<file path="config.mk">
export PLATFORM = sky130hd
export DESIGN_NAME = freq_div_prog
export DESIGN_NICKNAME = d
export VERILOG_FILES = /design/src/rtl/freq_div_prog.sv
export SDC_FILE = /design/constraint.sdc
export NUM_CORES = 1
export LEC_CHECK = 0
export CAP_MARGIN = 10
export CORE_MARGIN = 5
export CORE_UTILIZATION = 50
export DETAILED_ROUTE_END_ITERATION = 10
export MAX_ROUTING_LAYER = met4
export PLACE_DENSITY = 0.75
export RECOVER_POWER = 100
export SETUP_SLACK_MARGIN = 0.02
export SLEW_MARGIN = 10
export SYNTH_ARGS = -nofsm -noshare
export SYNTH_HDL_FRONTEND = slang
export SYNTH_SLANG_ARGS = --single-unit
</file>
<file path="constraint.sdc">
create_clock -name clk -period 1.7 [get_ports clk]
set_input_delay 0.255 -clock clk [delete_from_list [all_inputs] [get_ports clk]]
set_output_delay 0.255 -clock clk [all_outputs]
set_load 0.01 [all_outputs]
</file>
<file path="src/rtl/freq_div_prog.sv">
// Runtime-programmable multi-channel clock divider: any integer divisor 2..2^W-1 at 50% duty,
// glitch-free reloads at period boundaries, per-channel period tick and a global phase-align pulse.
module freq_div_prog #(
  parameter int NCH     = 3,
  parameter int W       = 4,
  parameter int DEF_DIV = 3
) (
  input  logic             clk,
  input  logic             rst,
  input  logic [NCH-1:0]   en,
  input  logic [NCH-1:0]   load,
  input  logic [NCH*W-1:0] div_val,
  input  logic             sync,
  output logic [NCH-1:0]   div_out,
  output logic [NCH-1:0]   tick,
  output logic [NCH-1:0]   busy,
  output logic [NCH-1:0]   cfg_err
);

  typedef enum logic [1:0] {IDLE, RUN, DRAIN} state_t;

  localparam logic [W-1:0] DEF_D = W'(DEF_DIV);

  for (genvar i = 0; i < NCH; i++) begin : g_ch
    state_t       state, state_nx;
    logic [W-1:0] cnt, cnt_nx;
    logic [W-1:0] d_act, d_nx;
    logic [W-1:0] shadow, shadow_nx;
    logic [W-1:0] v;
    logic         pending, pending_nx;
    logic         out_p, out_p_nx;
    logic         out_n;
    logic         err;
    logic         ld_ok, ld_bad, wrap;

    assign v      = div_val[i*W +: W];
    assign ld_ok  = load[i] && (v > W'(1));
    assign ld_bad = load[i] && (v < W'(2));
    assign wrap   = (state != IDLE) && (cnt == d_act - W'(1));

    always_comb begin
      // NOTE: every signal gets its hold value first so no path through this block infers a latch.
      state_nx   = state;
      cnt_nx     = cnt;
      d_nx       = d_act;
      shadow_nx  = shadow;
      pending_nx = pending;
      out_p_nx   = out_p;
      if (state == IDLE) begin
        if (ld_ok) d_nx = v;
        if (en[i]) begin
          state_nx = RUN;
          cnt_nx   = '0;
          out_p_nx = 1'b1;
        end
      end else begin
        state_nx = en[i] ? RUN : DRAIN;
        if (sync || wrap) begin
          // Period boundary (natural or forced): a load on this very edge wins over the shadow.
          cnt_nx     = '0;
          out_p_nx   = 1'b1;
          pending_nx = 1'b0;
          d_nx       = ld_ok ? v : (pending ? shadow : d_act);
          if (ld_ok) shadow_nx = v;
          if (!sync && !en[i]) begin
            state_nx = IDLE;
            out_p_nx = 1'b0;
          end
        end else begin
          cnt_nx   = cnt + W'(1);
          out_p_nx = cnt_nx < (d_act >> 1);
          if (ld_ok) begin
            shadow_nx  = v;
            pending_nx = 1'b1;
          end
        end
      end
    end

    // NOTE: state registers use non-blocking assignments so all flops sample pre-edge values.
    always_ff @(posedge clk or negedge rst) begin
      if (!rst) begin
        state   <= IDLE;
        cnt     <= '0;
        d_act   <= DEF_D;
        shadow  <= '0;
        pending <= 1'b0;
        out_p   <= 1'b0;
        err     <= 1'b0;
      end else begin
        state   <= state_nx;
        cnt     <= cnt_nx;
        d_act   <= d_nx;
        shadow  <= shadow_nx;
        pending <= pending_nx;
        out_p   <= out_p_nx;
        if (ld_bad) err <= 1'b1;
      end
    end

    // Half-cycle extension for odd divisors; masked for even ones so div_out stays a pure OR.
    always_ff @(negedge clk or negedge rst) begin
      if (!rst) out_n <= 1'b0;
      else      out_n <= out_p & d_act[0];
    end

    assign div_out[i] = out_p | out_n;
    assign tick[i]    = wrap;
    assign busy[i]    = pending;
    assign cfg_err[i] = err;
  end

endmodule

</file>
==> impl_metrics.prom <==
# TYPE chip_impl_metric gauge
chip_impl_metric{name="layout_worst_path_cycle_share",unit="%"} 125
chip_impl_metric{name="route.vias.total",unit=""} 2257
chip_impl_metric{name="number_of_placement_rows",unit=""} 27
chip_impl_metric{name="tritoncts_num_sinks",unit=""} 54
chip_impl_metric{name="maxSlewHeadroom",unit="%"} 62.8
chip_impl_metric{name="worst-endpoint-required",unit="ns"} 1.44
chip_impl_metric{name="hpwlAfterDp",unit="um"} 4790
chip_impl_metric{name="io_pins",unit=""} 33
chip_impl_metric{name="instances_no_fill",unit=""} 437
chip_impl_metric{name="track_usage",unit="%"} 19.5
chip_impl_metric{name="globalRouteOverflowTotal",unit=""} 0
chip_impl_metric{name="utilization",unit="%"} 72.7
chip_impl_metric{name="cp_max_stage_delay",unit="ns"} 0.55
chip_impl_info{name="tritoncts",value="done"} 1
chip_impl_metric{name="floorplan.initialDensity",unit="%"} 51.9
chip_impl_metric{name="clock.fmax",unit="MHz"} 471
chip_impl_metric{name="synth_top_cell_area_share",unit="%"} 38.9
chip_impl_metric{name="synth_cell_type_count",unit=""} 38
chip_impl_info{name="setup.worst_path.class",value="flip-flop to primary output"} 1
chip_impl_metric{name="min_period",unit="ns"} 2.12
chip_impl_metric{name="syn_avg_cell_area",unit="um^2"} 10.8
chip_impl_info{name="post-synth-top-count-cell",value="sky130_fd_sc_hd__dfrtp_1"} 1
chip_impl_metric{name="maxCapViolCount",unit=""} 0
chip_impl_metric{name="clock_latency",unit="ns"} 0.30
chip_impl_info{name="worst_setup_path_start_kind",value="flip-flop"} 1
chip_impl_metric{name="mapped_cell_area",unit="um^2"} 2890
chip_impl_metric{name="cts-root-to-sink-buffers",unit=""} 2
chip_impl_metric{name="path_clk_slew",unit="ns"} 0.10
chip_impl_metric{name="timing.final.hold_violations",unit=""} 0
chip_impl_metric{name="worstPathMaxFanout",unit=""} 2
chip_impl_metric{name="detailed_place.area",unit="um^2"} 3730
chip_impl_metric{name="global_route_wire_length_before_repair",unit="um"} 11100
chip_impl_metric{name="setup_viol",unit=""} 38
chip_impl_info{name="rsz0062_at_grt",value="true"} 1
chip_impl_metric{name="postLayoutSetupSlackWorst",unit="ns"} -0.422
chip_impl_info{name="timing.critical_path.cells",value="inv_2 > ha_4 > xor2_1 > nand3_1 > or2_4 > nor2_2 > buf_2"} 1
chip_impl_metric{name="avg_wl_per_cell",unit="um"} 15.0
chip_impl_metric{name="i_o_buffers",unit=""} 32
chip_impl_info{name="timing.critical_path.max_delay_family",value="flip-flops"} 1
chip_impl_metric{name="postSynthRegisterBits",unit=""} 54
chip_impl_info{name="yosys-top-cells-count",value="sky130_fd_sc_hd__dfrtp_1, sky130_fd_sc_hd__mux2i_1, sky130_fd_sc_hd__nor2_1"} 1
chip_impl_metric{name="drcViolationCount",unit=""} 0
chip_impl_metric{name="cts-htree-levels",unit=""} 2
chip_impl_metric{name="total_buffers_and_inverters_traversed_by_the_critical_path",unit=""} 2
chip_impl_metric{name="antenna_cells",unit=""} 0
chip_impl_metric{name="asyncSetResetFlopFracSynth",unit="%"} 100
chip_impl_info{name="setup.worst_path.end_class",value="primary output"} 1
chip_impl_metric{name="die_height",unit="um"} 86.1
chip_impl_metric{name="viasPerCell",unit=""} 5.16
chip_impl_metric{name="final-max-slew-violation-count",unit=""} 0
chip_impl_metric{name="place.gp.congestion",unit=""} 0.872
chip_impl_metric{name="final_cell_area",unit="um^2"} 4050
chip_impl_info{name="timing.hold.worst.class",value="input pin to asynchronous set/reset pin"} 1
chip_impl_metric{name="synth_fp_nets",unit=""} 302
chip_impl_metric{name="power_density",unit="nW/um^2"} 1510
chip_impl_info{name="worst_path_max_delay_cell",value="sky130_fd_sc_hd__dfstp_2"} 1
chip_impl_metric{name="critPathArrivalTime",unit="ns"} 1.87
chip_impl_info{name="violations_in_the_final_reports",value="setup timing"} 1
chip_impl_metric{name="worstMarginPinSlew",unit="ns"} 0.559
chip_impl_metric{name="initial_antenna_violation_count",unit=""} 0
chip_impl_metric{name="first_iter_violations",unit=""} 88
chip_impl_metric{name="ant_nets",unit=""} 0
chip_impl_info{name="buffer_type_at_the_clock_tree_root",value="sky130_fd_sc_hd__clkbuf_8"} 1
chip_impl_metric{name="synth.yosys.seq_area_share",unit="%"} 47.0
chip_impl_metric{name="synthesis.instances",unit=""} 269
chip_impl_info{name="netlist_top_cells_area",value="sky130_fd_sc_hd__dfrtp_1, sky130_fd_sc_hd__mux2i_1, sky130_fd_sc_hd__dfstp_2"} 1
chip_impl_metric{name="crit_cells",unit=""} 7
chip_impl_metric{name="pin_count_of_the_biggest_net_entering_global_routing",unit=""} 33
chip_impl_metric{name="hold_ws",unit="ns"} 0.444
chip_impl_metric{name="vdd.ir_drop.worst",unit="V"} 0.00101
chip_impl_metric{name="synth-edff-count",unit=""} 0
chip_impl_metric{name="chipWidth",unit="um"} 86.1
chip_impl_metric{name="via_count_of_the_first_global_routing_pass",unit=""} 2417
chip_impl_metric{name="leakage_power_of_the_design",unit="nW"} 1.94
chip_impl_info{name="outcome",value="complete, but fails checks"} 1
chip_impl_metric{name="synth.yosys.warnings",unit=""} 0
chip_impl_metric{name="worstRegToRegCells",unit=""} 8
chip_impl_info{name="synth_top_area_cell",value="sky130_fd_sc_hd__dfrtp_1"} 1
chip_impl_metric{name="area_delta_synth_final",unit="%"} 40.0
chip_impl_metric{name="layout-drive-gt1-share",unit="%"} 39.5
chip_impl_info{name="ys_dominant_reg_cell",value="sky130_fd_sc_hd__dfrtp_1"} 1
chip_impl_metric{name="drtPass1Iterations",unit=""} 4
chip_impl_metric{name="die_area",unit="um^2"} 7410
chip_impl_metric{name="fin_nets",unit=""} 397
chip_impl_metric{name="postRouteWirelength",unit="um"} 6550
chip_impl_metric{name="tritoncts.num_buffers",unit=""} 5
chip_impl_metric{name="place.detailed.instances",unit=""} 419
chip_impl_metric{name="total_power",unit="mW"} 6.11
chip_impl_metric{name="floorplan.core_area",unit="um^2"} 5570
chip_impl_metric{name="finClkSkew",unit="ns"} 0.0115
## power by group
group	internal [mW]	switching, mW	total (mW)
Clock	0.374	0.411	0.785
Sequential	1.69	0.267	1.96
Combinational	1.79	1.57	3.37
Total	3.86	2.25	6.11
## per-stage QoR
stage	setup TNS (ns)	setup slack [ns]
floorplan	-0.258	-0.0946
global placement	-6.43	-0.470
detailed placement	-7.82	-0.510
CTS	-6.59	-0.439
global route	-10.52	-0.496
finish	-7.35	-0.422
## sequential cells by signal, indices dropped and copies added (netlist names)
register	count
g_ch.cnt	12
g_ch.d_act	12
g_ch.shadow	12
g_ch.state	6
g_ch.err	3
g_ch.out_n	3
g_ch.out_p	3
g_ch.pending	3
## worst paths after layout
path | from | end | slack (ns)
max | g_ch[0].d_act[0] | tick[0] | -0.42
min | rst | g_ch[1].cnt[2] | 0.44
max reg2reg | g_ch[2].d_act[0] | g_ch[2].d_act[2] | -0.26
min reg2reg | g_ch[1].err | g_ch[1].err | 0.46
max in group asynchronous | rst | g_ch[2].out_n | 0.12
min in group clk | g_ch[1].err | g_ch[1].err | 0.46
## cells by family after synthesis
group                    Yosys count  synth area share, %
XOR/XNOR                          21                 7.31
AO/OA/AOI/OAI                     42                 10.1
adder cells (fa/ha/maj)           12                 5.19
AND/OR/NAND/NOR                   75                 12.5
flip-flops                        54                 47.0
multiplexers                      36                 13.0
buffers and inverters             29                 4.97
## routing by layer
metal	global-route usage [%]	vias to the layer above	part of all wire [%]	routed length, um
li1	-	1112	-	-
met1	22.7	1091	43	2790
met2	34.5	46	52	3440
met3	3.27	8	3.6	235
met4	5.61	0	1.4	89
met5	-	-	0	0
## final cells by class
type | count | area, um^2
sequential | 54 | 1360
timing repair buffer | 102 | 846
multi-input combinational | 186 | 1600
inverter | 15 | 56.3
fill | 400 | 1520
tap | 72 | 90.1
clock inverter | 1 | 8.76
clock buffer | 7 | 96.3
## cells in the final DEF, fill, tap and decap left out, types with 3 or more instances in the layout
cell and n:
sky130_fd_sc_hd__ha_1 9, sky130_fd_sc_hd__or2_4 4, sky130_fd_sc_hd__a21oi_1 3, sky130_fd_sc_hd__xnor2_1 8, sky130_fd_sc_hd__nand2b_1 5, sky130_fd_sc_hd__dfstp_2 4
sky130_fd_sc_hd__mux2i_1 24, sky130_fd_sc_hd__buf_2 3, sky130_fd_sc_hd__o21ai_0 4, sky130_fd_sc_hd__dfrtp_1 45, sky130_fd_sc_hd__buf_4 57, sky130_fd_sc_hd__nor2_2 3
sky130_fd_sc_hd__inv_1 9, sky130_fd_sc_hd__clkdlybuf4s50_1 13, sky130_fd_sc_hd__nand2_4 3, sky130_fd_sc_hd__o22a_1 3, sky130_fd_sc_hd__xor2_1 10, sky130_fd_sc_hd__buf_6 10
sky130_fd_sc_hd__nor3_1 9, sky130_fd_sc_hd__a21oi_2 3, sky130_fd_sc_hd__dlygate4sd3_1 13, sky130_fd_sc_hd__nor3b_1 3, sky130_fd_sc_hd__a21o_1 7, sky130_fd_sc_hd__mux2_2 11
sky130_fd_sc_hd__inv_2 6, sky130_fd_sc_hd__dfrtn_1 3, sky130_fd_sc_hd__nand2_1 17, sky130_fd_sc_hd__o21ai_2 7, sky130_fd_sc_hd__nor2_1 16, sky130_fd_sc_hd__nand3_1 4
sky130_fd_sc_hd__ha_4 3, sky130_fd_sc_hd__clkbuf_2 3, sky130_fd_sc_hd__clkbuf_8 7
## what timing repair did
| action | in CTS | in global routing |
|---|---|---|
| setup buffers | 8 | 4 |
| setup endpoints to repair | 38 | 39 |
| gates resized for setup | 60 | 14 |
| gates cloned | 0 | 0 |
| hold buffers | 1 | 0 |
| pin swaps | 16 | 7 |
| hold endpoints to repair | 4 | 0 |
(Power assumes the default switching activity.)
